File: config.mk
export PLATFORM = sky130hd
export DESIGN_NAME = bit_word_reader
export DESIGN_NICKNAME = d
export VERILOG_FILES = /design/src/rtl/bit_word_reader.sv
export SDC_FILE = /design/constraint.sdc
export NUM_CORES = 1
export LEC_CHECK = 0
export BUFFER_PORTS_ARGS = -buffer_cell sky130_fd_sc_hd__buf_4
export CAP_MARGIN = 15
export CORE_MARGIN = 2
export CORE_UTILIZATION = 40
export CTS_BUF_LIST = sky130_fd_sc_hd__clkbuf_4 sky130_fd_sc_hd__clkbuf_8
export CTS_CLUSTER_SIZE = 8
export DETAILED_ROUTE_END_ITERATION = 12
export PLACE_DENSITY = 0.65
export SLEW_MARGIN = 5
export SYNTH_ARGS = -nofsm -noshare
export SYNTH_HDL_FRONTEND = slang
export SYNTH_SLANG_ARGS = --single-unit
File: constraint.sdc
create_clock -name clk -period 1.9 [get_ports clk]
set_input_delay 0.19 -clock clk [delete_from_list [all_inputs] [get_ports clk]]
set_output_delay 0.19 -clock clk [all_outputs]
set_load 0.01 [all_outputs]
File: src/rtl/bit_word_reader.sv
// rtl/bit_word_reader.sv - assembles 1-bit FIFO stream into WIDTH-bit words.
// Optional even-parity bit per word under macro BIT_WORD_READER_PARITY_EN.
module bit_word_reader #(
    parameter int WIDTH     = 8,
    parameter bit MSB_FIRST = 1'b0
) (
    input  logic             clk,
    input  logic             rst,
    input  logic             fq,
    input  logic             fvalid,
    output logic             frd,
    input  logic             clr,
    output logic [WIDTH-1:0] dout,
    output logic             dvalid,
    input  logic             drd,
    output logic             perr
);

    localparam int CW = $clog2(WIDTH);

    localparam logic [1:0] COLLECT = 2'd0;
`ifdef BIT_WORD_READER_PARITY_EN
    localparam logic [1:0] PARITY  = 2'd1;
`endif
    localparam logic [1:0] STALL   = 2'd2;

    logic [1:0]       state;
    logic [WIDTH-1:0] sr;
    logic [WIDTH-1:0] sr_shift;
    logic [WIDTH-1:0] held;
    logic [CW-1:0]    cnt;
    logic             held_perr;
    logic             perr_r;
    logic             accept;
    logic             last_data;
    logic             complete;
    logic [WIDTH-1:0] word;
    logic             word_perr;

    // Popping is blocked in reset, while flushing, and while a finished word waits in STALL.
    assign frd      = fvalid & ~clr & (state != STALL) & ~rst;
    assign accept   = frd;
    assign sr_shift = MSB_FIRST ? {sr[WIDTH-2:0], fq} : {fq, sr[WIDTH-1:1]};
    assign last_data = (cnt == CW'(WIDTH - 1));
    assign perr     = perr_r;

`ifdef BIT_WORD_READER_PARITY_EN
    assign complete  = accept & (state == PARITY);
    assign word      = sr;
    assign word_perr = (^sr) ^ fq;
`else
    assign complete  = accept & (state == COLLECT) & last_data;
    assign word      = sr_shift;
    assign word_perr = 1'b0;
`endif

    always_ff @(posedge clk or posedge rst) begin
        if (rst) begin
            state     <= COLLECT;
            sr        <= '0;
            cnt       <= '0;
            held      <= '0;
            held_perr <= 1'b0;
            dout      <= '0;
            dvalid    <= 1'b0;
            perr_r    <= 1'b0;
        end else if (clr) begin
            // Flush discards the partial and any stalled word; the output register is untouched.
            sr    <= '0;
            cnt   <= '0;
            state <= COLLECT;
            if (drd) begin
                dvalid <= 1'b0;
            end
        end else if (state == STALL) begin
            if (drd) begin
                dout   <= held;
                perr_r <= held_perr;
                state  <= COLLECT;
            end
        end else begin
            if (drd) begin
                dvalid <= 1'b0;
            end
            if (complete) begin
                sr  <= '0;
                cnt <= '0;
                if (!dvalid || drd) begin
                    dout   <= word;
                    perr_r <= word_perr;
                    dvalid <= 1'b1;
                    state  <= COLLECT;
                end else begin
                    held      <= word;
                    held_perr <= word_perr;
                    state     <= STALL;
                end
            end else if (accept) begin
                sr <= sr_shift;
`ifdef BIT_WORD_READER_PARITY_EN
                if (last_data) begin
                    cnt   <= '0;
                    state <= PARITY;
                end else begin
                    cnt <= cnt + 1'b1;
                end
`else
                cnt <= cnt + 1'b1;
`endif
            end
        end
    end

endmodule

* Yosys cells after proc, flatten, opt, wreduce, memory -nomap -nowiden
Index checks and enable logic that the tools add are counted.
Storage, ports and cells: flip-flop bits (word level) 31
Operators by class: add/sub/neg operators 1, multiplexer cells 26, reduce and logical (&&, ||, !) cells 11, bitwise logic cells 9, equality and inequality tests 6
Operators by type and width (count):
- 8-bit 2-to-1 mux | 8
- 3-bit 2-to-1 mux | 4
- 2-bit 2-to-1 mux | 5
- 1-bit 2-to-1 mux | 9
- 4-bit AND reduction | 2
- 2-bit != test, second input constant | 3
- 3-bit nonzero test | 2
- 1-bit AND | 5
- 1-bit inverter | 4
- 2-bit AND reduction | 2
- 2-bit nonzero test | 2
- 3-bit by 1-bit adder with 3-bit output, second input constant | 1
- 3-bit equality test, second input constant | 1
- 3-bit != test, second input constant | 1
- 2-bit equality test, second input constant | 1
- 2-bit zero test | 1
- 1-bit zero test | 1
- 1-bit logical OR | 1

* Depth between registers and ports, before layout
Gate-level depths: netlist of the first run.
depth after elaboration 9, depth in mapped cells 5, gate-level depth less buffers 5

* Least setup slack after synthesis of the first run
No wires, ideal clock.
path kind register -> register, start point register cnt[0], end point register dout[0], slack 0.155 ns, data required time 1.775 ns, library setup time 0.125 ns, arrival time 1.620 ns, path buffers 0, stages on the path, launching flop included 6, period minus slack after synthesis 1.745 ns, path through dfrtp_1 > ha_1 > ha_1 > nand4bb_1 > a211oi_4 > mux2_2
On the way: cells in the longest elaborated chain, start to end 4
Ends and longest elaborated chain:
- start, declared | RTL line 31 | logic [CW-1:0] cnt;
- start signal, assigned | RTL line 108 | cnt <= cnt + 1'b1;
- 3-bit equality test | RTL line 44 | assign last_data = (cnt == CW'(WIDTH - 1));
- 1-bit AND | RTL line 52 | assign complete = accept & (state == COLLECT) & last_data;
- 2-bit nonzero test (no line)
- 4-bit AND reduction (no line)
- end signal, assigned | RTL line 77 | dout <= held;
- end signal, assigned | RTL line 89 | dout <= word;
- end, declared | RTL line 13 | output logic [WIDTH-1:0] dout,
No other way between the ends. A chain may end at the register's enable or synchronous reset.

* Final worst setup path of the first run
start point register state[1], end point output frd
On the way: cells in the longest elaborated chain, start to end 3
Ends and longest elaborated chain:
- start, declared | RTL line 27 | logic [1:0] state;
- start signal, assigned | RTL line 59 | state <= COLLECT;
- start signal, assigned | RTL line 71 | state <= COLLECT;
- start signal, assigned | RTL line 79 | state <= COLLECT;
- 2-bit != test | RTL line 41 | assign frd = fvalid & ~clr & (state != STALL) & ~rst;
- 1-bit AND (2 in series) | RTL line 41
- end, declared | RTL line 11 | output logic frd,
No other way between the ends.

==> results of run 1 <==
-- path summary, 6_finish.rpt --
| check | end | cells past startpoint | start | slack [ns] |
|---|---|---|---|---|
| worst min-delay path | state[1]$_DFFE_PP0P_ | 2 | drd | 0.07 |
| worst max-delay path | frd | 2 | state[1]$_DFFE_PP0P_ | 0.16 |
| max in group asynchronous | cnt[1]$_DFFE_PP0P_ | 4 | rst | 1.12 |
| min in group asynchronous | sr[2]$_DFFE_PP0P_ | 4 | rst | 0.51 |
| worst min register to register | held[5]$_DFFE_PP0P_ | 1 | held[5]$_DFFE_PP0P_ | 0.52 |
| worst max register to register | held[4]$_DFFE_PP0P_ | 3 | state[1]$_DFFE_PP0P_ | 0.20 |
-- critical path: cells and delay by family (launching register included) --
family        cells  cell delay (ns)
flops             1             0.52
buf+inv           1             0.20
simple gates      1             0.51
-- through the flow --
step	cell area, sq um	total power, mW	util	hold WS, ns	setup WS, ns
2_1_floorplan	1267	0.6481	-	0.2639	0.1552
3_3_place_gp	1449	0.6679	0.4785	0.3303	0.2225
3_5_place_dp	1449	0.6690	0.4785	0.3324	0.2009
4_1_cts	1511	1.053	0.4992	0.05557	0.1431
5_1_grt	1511	1.085	0.4992	0.04735	0.05463
6_report	1511	1.044	0.4992	0.06968	0.1594
-- cell usage after synthesis --
master | n | area share
ha_1 | 2 | 0.020
dfrtp_1 | 28 | 0.55
nand2b_1 | 1 | 0.0049
buf_2 | 1 | 0.0039
o31ai_1 | 1 | 0.0059
a22o_1 | 9 | 0.062
nand3_4 | 1 | 0.014
buf_6 | 1 | 0.0089
inv_1 | 2 | 0.0059
nand2_1 | 2 | 0.0059
a211oi_4 | 1 | 0.016
nor2b_1 | 1 | 0.0049
nor3b_1 | 1 | 0.0059
nor4b_4 | 1 | 0.019
a31oi_1 | 1 | 0.0049
buf_4 | 2 | 0.012
mux2_2 | 25 | 0.22
nor4b_2 | 1 | 0.012
o21ai_0 | 2 | 0.0079
conb_1 | 1 | 0.0030
nand4bb_1 | 1 | 0.0089
-- flip-flops by register name, summed over array words and instances (netlist names) --
signal / count
cnt: 3
dout: 8
dvalid: 1
held: 8
sr: 7
state: 1
-- routing by layer --
metal | up-vias | global-route usage | share of wire
met1 | 376 | 0.1951 | 0.47
met5 | - | 0 | 0
met3 | 2 | 0.01948 | 0.033
li1 | 357 | - | -
met2 | 11 | 0.2174 | 0.49
met4 | 0 | 0.04762 | 0.0059
-- area by class of cell --
cell class / count / area share
repair buffers: 22 / 0.1109
clock inverters: 1 / 0.01987
inverters: 2 / 0.004967
clock buffers: 3 / 0.01490
well taps: 44 / 0.03642
flip-flops and latches: 28 / 0.4636
multi-input cells: 51 / 0.3493
-- power breakdown --
part           internal (mW)  total, mW  switching [mW]
sequential             0.601      0.604         0.00342
clock                  0.213      0.385           0.172
combinational         0.0221     0.0542          0.0320
-- layout by cell type (no fill, tap or decap) --
cell            n
o31ai_1         1
nor3b_1         1
a211oi_4        1
conb_1          1
nand4bb_1       1
mux2_2         25
bufinv_16       1
nor4b_2         1
nand2b_1        1
nand3_4         1
clkbuf_4        3
nor4b_4         1
buf_4          21
ha_1            2
dlygate4sd3_1   1
inv_1           2
a22o_1          9
nor2b_1         1
o21ai_0         2
dfrtp_1        28
nand2_1         2
a31oi_1         1
-- what timing repair did --
| item | in CTS | in global routing |
|---|---|---|
| hold buffers | 1 | 0 |
| endpoints found under the hold margin | 28 | 0 |
| endpoints found under the setup margin | 0 | 0 |
-- kinds of logic after synthesis --
family          after synthesis  synth area share
fa+ha+maj                     2           0.01974
compound gates               14           0.09675
simple gates                  9           0.07503
buf+inv                       6           0.03060
flops                        28            0.5528
mux                          25            0.2221
other cells                   1          0.002959
==> key figures, run 1 <==
Global route
  • Largest net degree at the start of global routing: 29
  • Antenna violations before repair: 0
  • GRT overflow: 0
  • Global-route wire length before repair: about 3.7 mm
  • GRT Resource Usage Total: 0.1383
  • Vias in the first global route: 750

Route
  • Drt wl/cell: ~13 um
  • Via count: ~750
  • Post-route ant nets: 0
  • Drt pass-1 iters: 4
  • Average vias per placed instance: between 4 and 5
  • Final WL: between 2 and 2.5 mm
  • Detailed-route DRC error count: 0
  • Drt initial violations: 10

Setup path
  • Max incr delay on CP: around 0.52 ns
  • CP startpoint kind: flip-flop
  • CP required: 1.71 ns
  • Critical path type: reg2out
  • Worst-path cell chain: nor4b_4, buf_4
  • CP Capture Type: output pin
  • Data arrival time of the worst path: between 1.5 and 2 ns
  • Max Fanout on Critical Path: 8
  • Slowest cell on crit path: dfrtp_1

Clock tree
  • Clock sinks: 28
  • CTS resizes: 0
  • CTS clock-pin slew for the worst setup and hold paths: approximately 0.14 ns
  • Clock latency on the worst-skew pair: approximately 0.33 ns
  • Clock Tree Root: clkbuf_4
  • CTS Buf Count: 3
  • CTS tree: done
  • H-tree depth: 1
  • Setup repair bufs after CTS: 0
  • CTS max path bufs: 2

STA
  • Setup TNS: 0 ns
  • Hold Fails Final Rpt: 0
  • Fin crit period: between 1.5 and 2 ns
  • Worst slew margin: 0.4802
  • Final setup skew: about 0.015 ns
  • Count of final setup violators: 0
  • RSZ-0062 raised after global routing: false
  • Crit share post-route: 0.9161
  • Fmax: ~570 MHz
  • Final Max Tran Viols: 0
  • Worst Max-Slew Pin Slew: 0.7761 ns

Placement
  • Placed insts: 146
  • Port bufs: 15
  • DP Wirelength: 1.482 mm
  • Routability cong.: between 0.6 and 0.7

Layout
  • Multi-input gate area: approximately 530 sq um
  • Area growth syn-to-layout: 19.25%
  • Fillers: ~280
  • Non-filler cells, final: 151
  • Final #Nets: 116
  • Share of layout cells above drive strength 1: 0.5047
  • Number of diodes: 0
  • Storage element area: about 700 sq um

Run
  • Max-cap violations: 0

Power
  • PD cells: 690.4 nW/um^2
  • Peak VDD IR: between 0.0004 and 0.0005 V
  • LEAKAGE: roughly 0.75 nW

Floorplanning
  • Core area: just over 3000 sq um
  • Die Y-Extent: about 60 um
  • Die ar.: between 3000 and 4000 sq um
  • I/O pin cnt: 17
  • Die X: approximately 60 um
  • Initial core utilization: 0.4186
  • Site Rows: 20

Yosys
  • Synth Instances: 85
  • Synth cell types: 21
  • Area of the mapped netlist: about 1300 sq um
  • Synthesis Warnings: 0
  • Syn avg cell area: between 10 and 15 sq um
  • Post-synthesis sequential area ratio: 0.5528
  • Number of synthesized register bits: 28
  • Post-Syn Nets: between 90 and 100

Outcome
  • Status: finished, final reports clean

Min path
  • Hold Crit Class: in2reg
No activity file was read; power rests on OpenSTA's default activity.
==> run 2: changes to the inputs <==
Settings changed: MAX_ROUTING_LAYER set to met4.
==> key figures, run 2 (synthesis gave the netlist of run 1 again) <==
STA
  • Count of final setup violators: 0 (unchanged)
  • Fin crit period: 1.741 ns (about the same)
  • Final Max Tran Viols: 0 (unchanged)
  • RSZ-0062 raised after global routing: false (unchanged)
  • Crit share post-route: 0.9162 (was 0.9161)
  • Setup TNS: 0 ns (unchanged)
  • Final setup skew: 0.01522 ns (was 0.01511 ns)
  • Worst Max-Slew Pin Slew: 0.7796 ns (was 0.7761 ns)
  • Hold Fails Final Rpt: 0 (unchanged)
  • Worst slew margin: 0.4778 (was 0.4802)
  • Fmax: 574.5 MHz (about the same)

Layout
  • Final #Nets: 116 (unchanged)
  • Share of layout cells above drive strength 1: 0.5047 (unchanged)
  • Area growth syn-to-layout: 19.25% (unchanged)
  • Largest registers: dout x8, held x8, sr x7 (unchanged)
  • Most common cell after layout, fill and taps aside: dfrtp_1 (unchanged)
  • Non-filler cells, final: 151 (unchanged)
  • Fillers: 276 (unchanged)
  • Most frequent cells in the layout: dfrtp_1 (28), mux2_2 (25), buf_4 (21) (unchanged)
  • Number of diodes: 0 (unchanged)
  • Post-route cell area: 1511 sq um (unchanged)

Floorplanning
  • Initial core utilization: 0.4186 (unchanged)
  • Die ar.: 3635 sq um (unchanged)
  • Site Rows: 20 (unchanged)
  • Die X: 60.29 um (unchanged)
  • I/O pin cnt: 17 (unchanged)
  • Core area: 3028 sq um (unchanged)
  • Die Y-Extent: 60.29 um (unchanged)

Clock tree
  • Clock sinks: 28 (unchanged)
  • CTS Buf Count: 3 (unchanged)
  • CTS tree: done (unchanged)
  • H-tree depth: 1 (unchanged)
  • CTS max path bufs: 2 (unchanged)
  • Clock Tree Root: clkbuf_4 (unchanged)
  • Setup repair bufs after CTS: 0 (unchanged)
  • CTS clock-pin slew for the worst setup and hold paths: 0.14 ns (about the same)
  • Clock latency on the worst-skew pair: 0.32 ns (was 0.33 ns)

Power
  • Sequential share of power: 0.579 (about the same)
  • PD cells: 690.1 nW/um^2 (was 690.4 nW/um^2)
  • Comb pwr share: 0.052 (about the same)
  • Share of total power in the clock network: 0.369 (about the same)
  • Sw frac: 0.1986 (was 0.1990)
  • Net switching power: 207.1 uW (was 207.6 uW)
  • P_int: 835.9 uW (about the same)
  • Peak VDD IR: 0.0004348 V (about the same)
  • LEAKAGE: 0.7508 nW (unchanged)

Setup path
  • CP required: 1.71 ns (about the same)
  • Max Fanout on Critical Path: 8 (unchanged)
  • CP startpoint kind: flip-flop (unchanged)
  • Data arrival time of the worst path: 1.55 ns (about the same)
  • Slowest cell on crit path: dfrtp_1 (unchanged)
  • Bufs and invs on worst path: 1 (unchanged)
  • CP Capture Type: output pin (unchanged)
  • CP delay by family, top: flip-flops (unchanged)
  • Critical R2R Launch: state[1]$_DFFE_PP0P_ (unchanged)
  • Max incr delay on CP: 0.52 ns (about the same)
  • Critical path type: reg2out (unchanged)
  • Worst setup path startpoint: state[1]$_DFFE_PP0P_ (unchanged)
  • Worst-path cell chain: nor4b_4, buf_4 (unchanged)

Outcome
  • Status: finished, final reports clean (unchanged)

Placement
  • Placed insts: 146 (unchanged)
  • Routability cong.: 0.6766 (was 0.6700)
  • DP Wirelength: 1.482 mm (unchanged)
  • Area of placed instances: 1449 sq um (unchanged)
  • Port bufs: 15 (unchanged)

Route
  • Drt pass-1 iters: 4 (unchanged)
  • Drt initial violations: 6 (was 10)
  • Via count: 746 (unchanged)
  • Drt wl/cell: 13.38 um (was 13.36 um)
  • Post-route ant nets: 0 (unchanged)
  • Detailed-route DRC error count: 0 (unchanged)
  • Average vias per placed instance: 4.940 (unchanged)
  • Final WL: 2.020 mm (was 2.017 mm)

Global route
  • Grt met1 use: 0.2005 (was 0.1951)
  • GRT Max-Usage Layer: met2 (unchanged)
  • Antenna violations before repair: 0 (unchanged)
  • Global-route wire length before repair: 3.684 mm (was 3.691 mm)
  • M3 GR Usage: 0.01948 (unchanged)
  • Vias in the first global route: 749 (was 750)
  • GRT Resource Usage Total: 0.1429 (was 0.1383)
  • Met2 global-route usage: 0.2127 (was 0.2174)
  • Largest net degree at the start of global routing: 29 (unchanged)
  • GRT overflow: 0 (unchanged)

Min path
  • Hold_sp: drd (unchanged)
  • Hold Crit Class: in2reg (unchanged)

Run
  • Max-cap violations: 0 (unchanged)
## run 2: cell counts in the layout (fill, tap and decap cells not counted)
No cell type changed its count.
## run 2: worst paths after layout
check                                  endpoint  slack [ns]  cells past startpoint
min                        state[1]$_DFFE_PP0P_        0.07                      2
max reg2reg                 held[4]$_DFFE_PP0P_        0.20                      3
min reg2reg                 held[5]$_DFFE_PP0P_        0.52                      1
max in group asynchronous    dvalid$_DFFE_PP0P_        1.12                      4
min in group asynchronous   dout[4]$_DFFE_PP0P_        0.51                      4
max                                         frd        0.16                      2
## run 2: timing repair
item                                   4_1_cts  5_1_grt
gates resized for setup                      0        0
endpoints found under the hold margin       28        0
hold buffers                                 1        0
## run 2: metal layers
layer	wire, um	part of all wire
met5	0	0
met2	984	0.49
met1	956	0.47
met4	12	0.0059
met3	66	0.033
## run 2: cell type report
class / instances / area [sq um] / share of cell area
clock buffers: 3 / 22.52 / 0.01490
clock inverters: 1 / 30.03 / 0.01987
inverters: 2 / 7.507 / 0.004967
multi-input cells: 51 / 528.0 / 0.3493
flip-flops and latches: 28 / 700.7 / 0.4636
well taps: 44 / 55.05 / 0.03642
repair buffers: 22 / 167.7 / 0.1109
## run 2: per-stage QoR
step / setup WS, ns / util / hold WS [ns] / total power, mW
finish: 0.1593 / 0.4992 / 0.07024 / 1.043
global route: 0.05463 / 0.4992 / 0.04735 / 1.085
CTS: 0.1431 / 0.4992 / 0.05557 / 1.053
detailed placement: 0.2009 / 0.4785 / 0.3324 / 0.6690
global placement: 0.2225 / 0.4785 / 0.3303 / 0.6679
floorplan: 0.1552 / - / 0.2639 / 0.6481
## run 2: power by group through the flow
| stage | clock network, mW | logic [mW] | registers [mW] |
|---|---|---|---|
| after global routing | 0.418 | 0.0620 | 0.605 |
| after CTS | 0.394 | 0.0557 | 0.604 |
| final | 0.385 | 0.0543 | 0.604 |
| after floorplan | 0 | 0.0336 | 0.614 |
| after detailed placement | 0 | 0.0539 | 0.615 |
| after global placement | 0 | 0.0531 | 0.615 |
==> run 3: changes to the inputs <==
Settings changed: CORE_UTILIZATION 40 to 35, PLACE_DENSITY 0.65 to 0.59.
==> key figures, run 3 (synthesis gave the netlist of run 1 again) <==
STA
  • Setup TNS: 0 ns (unchanged)
  • Fmax: 569.0 MHz (was 574.5 MHz)
  • Count of final setup violators: 0 (unchanged)
  • Final setup skew: 0.003951 ns (was 0.01522 ns)
  • Crit share post-route: 0.9250 (was 0.9162)
  • Hold Fails Final Rpt: 0 (unchanged)
  • RSZ-0062 raised after global routing: false (unchanged)
  • Worst Max-Slew Pin Slew: 0.5115 ns (was 0.7796 ns)
  • Fin worst setup slack: 0.1426 ns (was 0.1593 ns)
  • Final Max Tran Viols: 0 (unchanged)
  • Worst slew margin: 0.6579 (was 0.4778)
  • Fin crit period: 1.757 ns (was 1.741 ns)

Setup path
  • CP Capture Type: output pin (unchanged)
  • Data arrival time of the worst path: 1.57 ns (was 1.55 ns)
  • CP required: 1.71 ns (about the same)
  • CP delay by family, top: flip-flops (unchanged)
  • Slowest cell on crit path: dfrtp_2 (was dfrtp_1)
  • Bufs and invs on worst path: 2 (was 1)
  • CP startpoint kind: flip-flop (unchanged)
  • Max incr delay on CP: 0.54 ns (was 0.52 ns)
  • Worst-path cell chain: nor4b_4, buf_4, buf_4 (was nor4b_4, buf_4)
  • Max Fanout on Critical Path: 11 (was 8)
  • Crit path top cell by count: buf_4
  • Critical path type: reg2out (unchanged)

Global route
  • Largest net degree at the start of global routing: 29 (unchanged)
  • GRT Resource Usage Total: 0.1217 (was 0.1429)
  • Vias in the first global route: 781 (was 749)
  • Antenna violations before repair: 0 (unchanged)
  • Global-route wire length before repair: 3.829 mm (was 3.684 mm)
  • GRT overflow: 0 (unchanged)

Placement
  • DP Wirelength: 1.538 mm (was 1.482 mm)
  • Routability cong.: 0.8097 (was 0.6766)
  • Pre-CTS setup slack: 0.1729 ns (was 0.2009 ns)
  • Port bufs: 15 (unchanged)

Route
  • Final WL: 2.194 mm (was 2.020 mm)
  • Detailed-route DRC error count: 0 (unchanged)
  • Post-route ant nets: 0 (unchanged)
  • Drt pass-1 iters: 4 (unchanged)
  • Drt initial violations: 27 (was 6)
  • Via count: 775 (was 746)
  • Drt wl/cell: 14.34 um (was 13.38 um)
  • Average vias per placed instance: 5.065 (was 4.940)

Layout
  • Share of layout cells above drive strength 1: 0.5234 (was 0.5047)
  • Storage element area: 701.9 sq um (was 700.7 sq um)
  • Most frequent cells in the layout: dfrtp_1 (27), mux2_2 (25), buf_4 (21) (was dfrtp_1 (28), mux2_2 (25), buf_4 (21))
  • Largest registers: dout x8, held x8, sr x7 (unchanged)
  • Multi-input gate area: 534.3 sq um (was 528.0 sq um)
  • Area growth syn-to-layout: 20.04% (was 19.25%)
  • Final #Nets: 116 (unchanged)
  • Most common cell after layout, fill and taps aside: dfrtp_1 (unchanged)
  • Fillers: 321 (was 276)
  • Number of diodes: 0 (unchanged)

Clock tree
  • CTS clock-pin slew for the worst setup and hold paths: 0.15 ns (was 0.14 ns)
  • H-tree depth: 1 (unchanged)
  • Clock latency on the worst-skew pair: 0.32 ns (about the same)
  • Clock Tree Root: clkbuf_4 (unchanged)
  • CTS tree: done (unchanged)
  • CTS max path bufs: 2 (unchanged)
  • Clock sinks: 28 (unchanged)
  • CTS Buf Count: 3 (unchanged)
  • Setup repair bufs after CTS: 0 (unchanged)

Floorplanning
  • Core area: 3416 sq um (was 3028 sq um)
  • Die Y-Extent: 64.18 um (was 60.29 um)
  • Initial core utilization: 0.3711 (was 0.4186)
  • Die X: 64.18 um (was 60.29 um)
  • I/O pin cnt: 17 (unchanged)
  • Site Rows: 21 (was 20)
  • Die ar.: 4118 sq um (was 3635 sq um)

Run
  • Max-cap violations: 0 (unchanged)

Power
  • Tot Pwr: 1.052 mW (was 1.043 mW)
  • LEAKAGE: 0.7494 nW (was 0.7508 nW)
  • Peak VDD IR: 0.0003442 V (was 0.0004348 V)
  • PD cells: 691.5 nW/um^2 (was 690.1 nW/um^2)

Min path
  • Hold Crit Class: in2reg (unchanged)

Outcome
  • Status: finished, final reports clean (unchanged)
[run 3: cell count changes in the layout (fill, tap and decap cells not counted)]
cell | before | now
dfrtp_2 | 0 | 1
a31oi_2 | 0 | 1
a31oi_1 | 1 | 0
dfrtp_1 | 28 | 27
[run 3: report_power, final]
part / switching (mW) / total (mW) / internal [mW]
Clock: 0.177 / 0.391 / 0.213
Combinational: 0.0339 / 0.0576 / 0.0237
Sequential: 0.00340 / 0.604 / 0.601
[run 3: path summary, 6_finish.rpt]
| path | from | to | slack [ns] | cells after the start |
|---|---|---|---|---|
| max | state[1]$_DFFE_PP0P_ | frd | 0.14 | 3 |
| min | drd | state[1]$_DFFE_PP0P_ | 0.07 | 2 |
| min reg2reg | held[3]$_DFFE_PP0P_ | held[3]$_DFFE_PP0P_ | 0.52 | 1 |
| max in group asynchronous | rst | state[1]$_DFFE_PP0P_ | 1.07 | 4 |
| max reg2reg | cnt[0]$_DFFE_PP0P_ | dout[1]$_DFFE_PP0P_ | 0.16 | 6 |
| min in group asynchronous | rst | dvalid$_DFFE_PP0P_ | 0.55 | 4 |
[run 3: stage by stage]
step / util / std cells / hold slack, ns / instance area, sq um
CTS: 0.4432 / 153 / 0.05205 / 1514
global placement: 0.4249 / 148 / 0.3372 / 1451
global route: 0.4454 / 153 / 0.06335 / 1521
detailed placement: 0.4249 / 148 / 0.3408 / 1451
finish: 0.4454 / 153 / 0.06720 / 1521
floorplan: - / 85 / 0.2639 / 1267
[run 3: per-layer routing]
| metal | track usage | up-vias | wire length [um] |
|---|---|---|---|
| met4 | 0.03191 | 0 | 14 |
| met3 | 0.02465 | 2 | 87 |
| met2 | 0.1901 | 12 | 1059 |
| met1 | 0.1624 | 398 | 1032 |
| li1 | - | 363 | - |
| met5 | - | - | 0 |
[run 3: cell type report]
cell class,count,area share
Inverter,2,0.004934
Tap cell,46,0.03783
Multi-Input combinational cell,51,0.3512
Clock inverter,1,0.01974
Clock buffer,3,0.01480
Sequential cell,28,0.4613
Timing Repair Buffer,22,0.1102
[run 3: repair_timing]
item / 4_1_cts / 5_1_grt
hold endpoints to repair: 28 / 0
setup endpoints to repair: 0 / 10
hold buffers: 1 / 0
gates resized for setup: 0 / 2
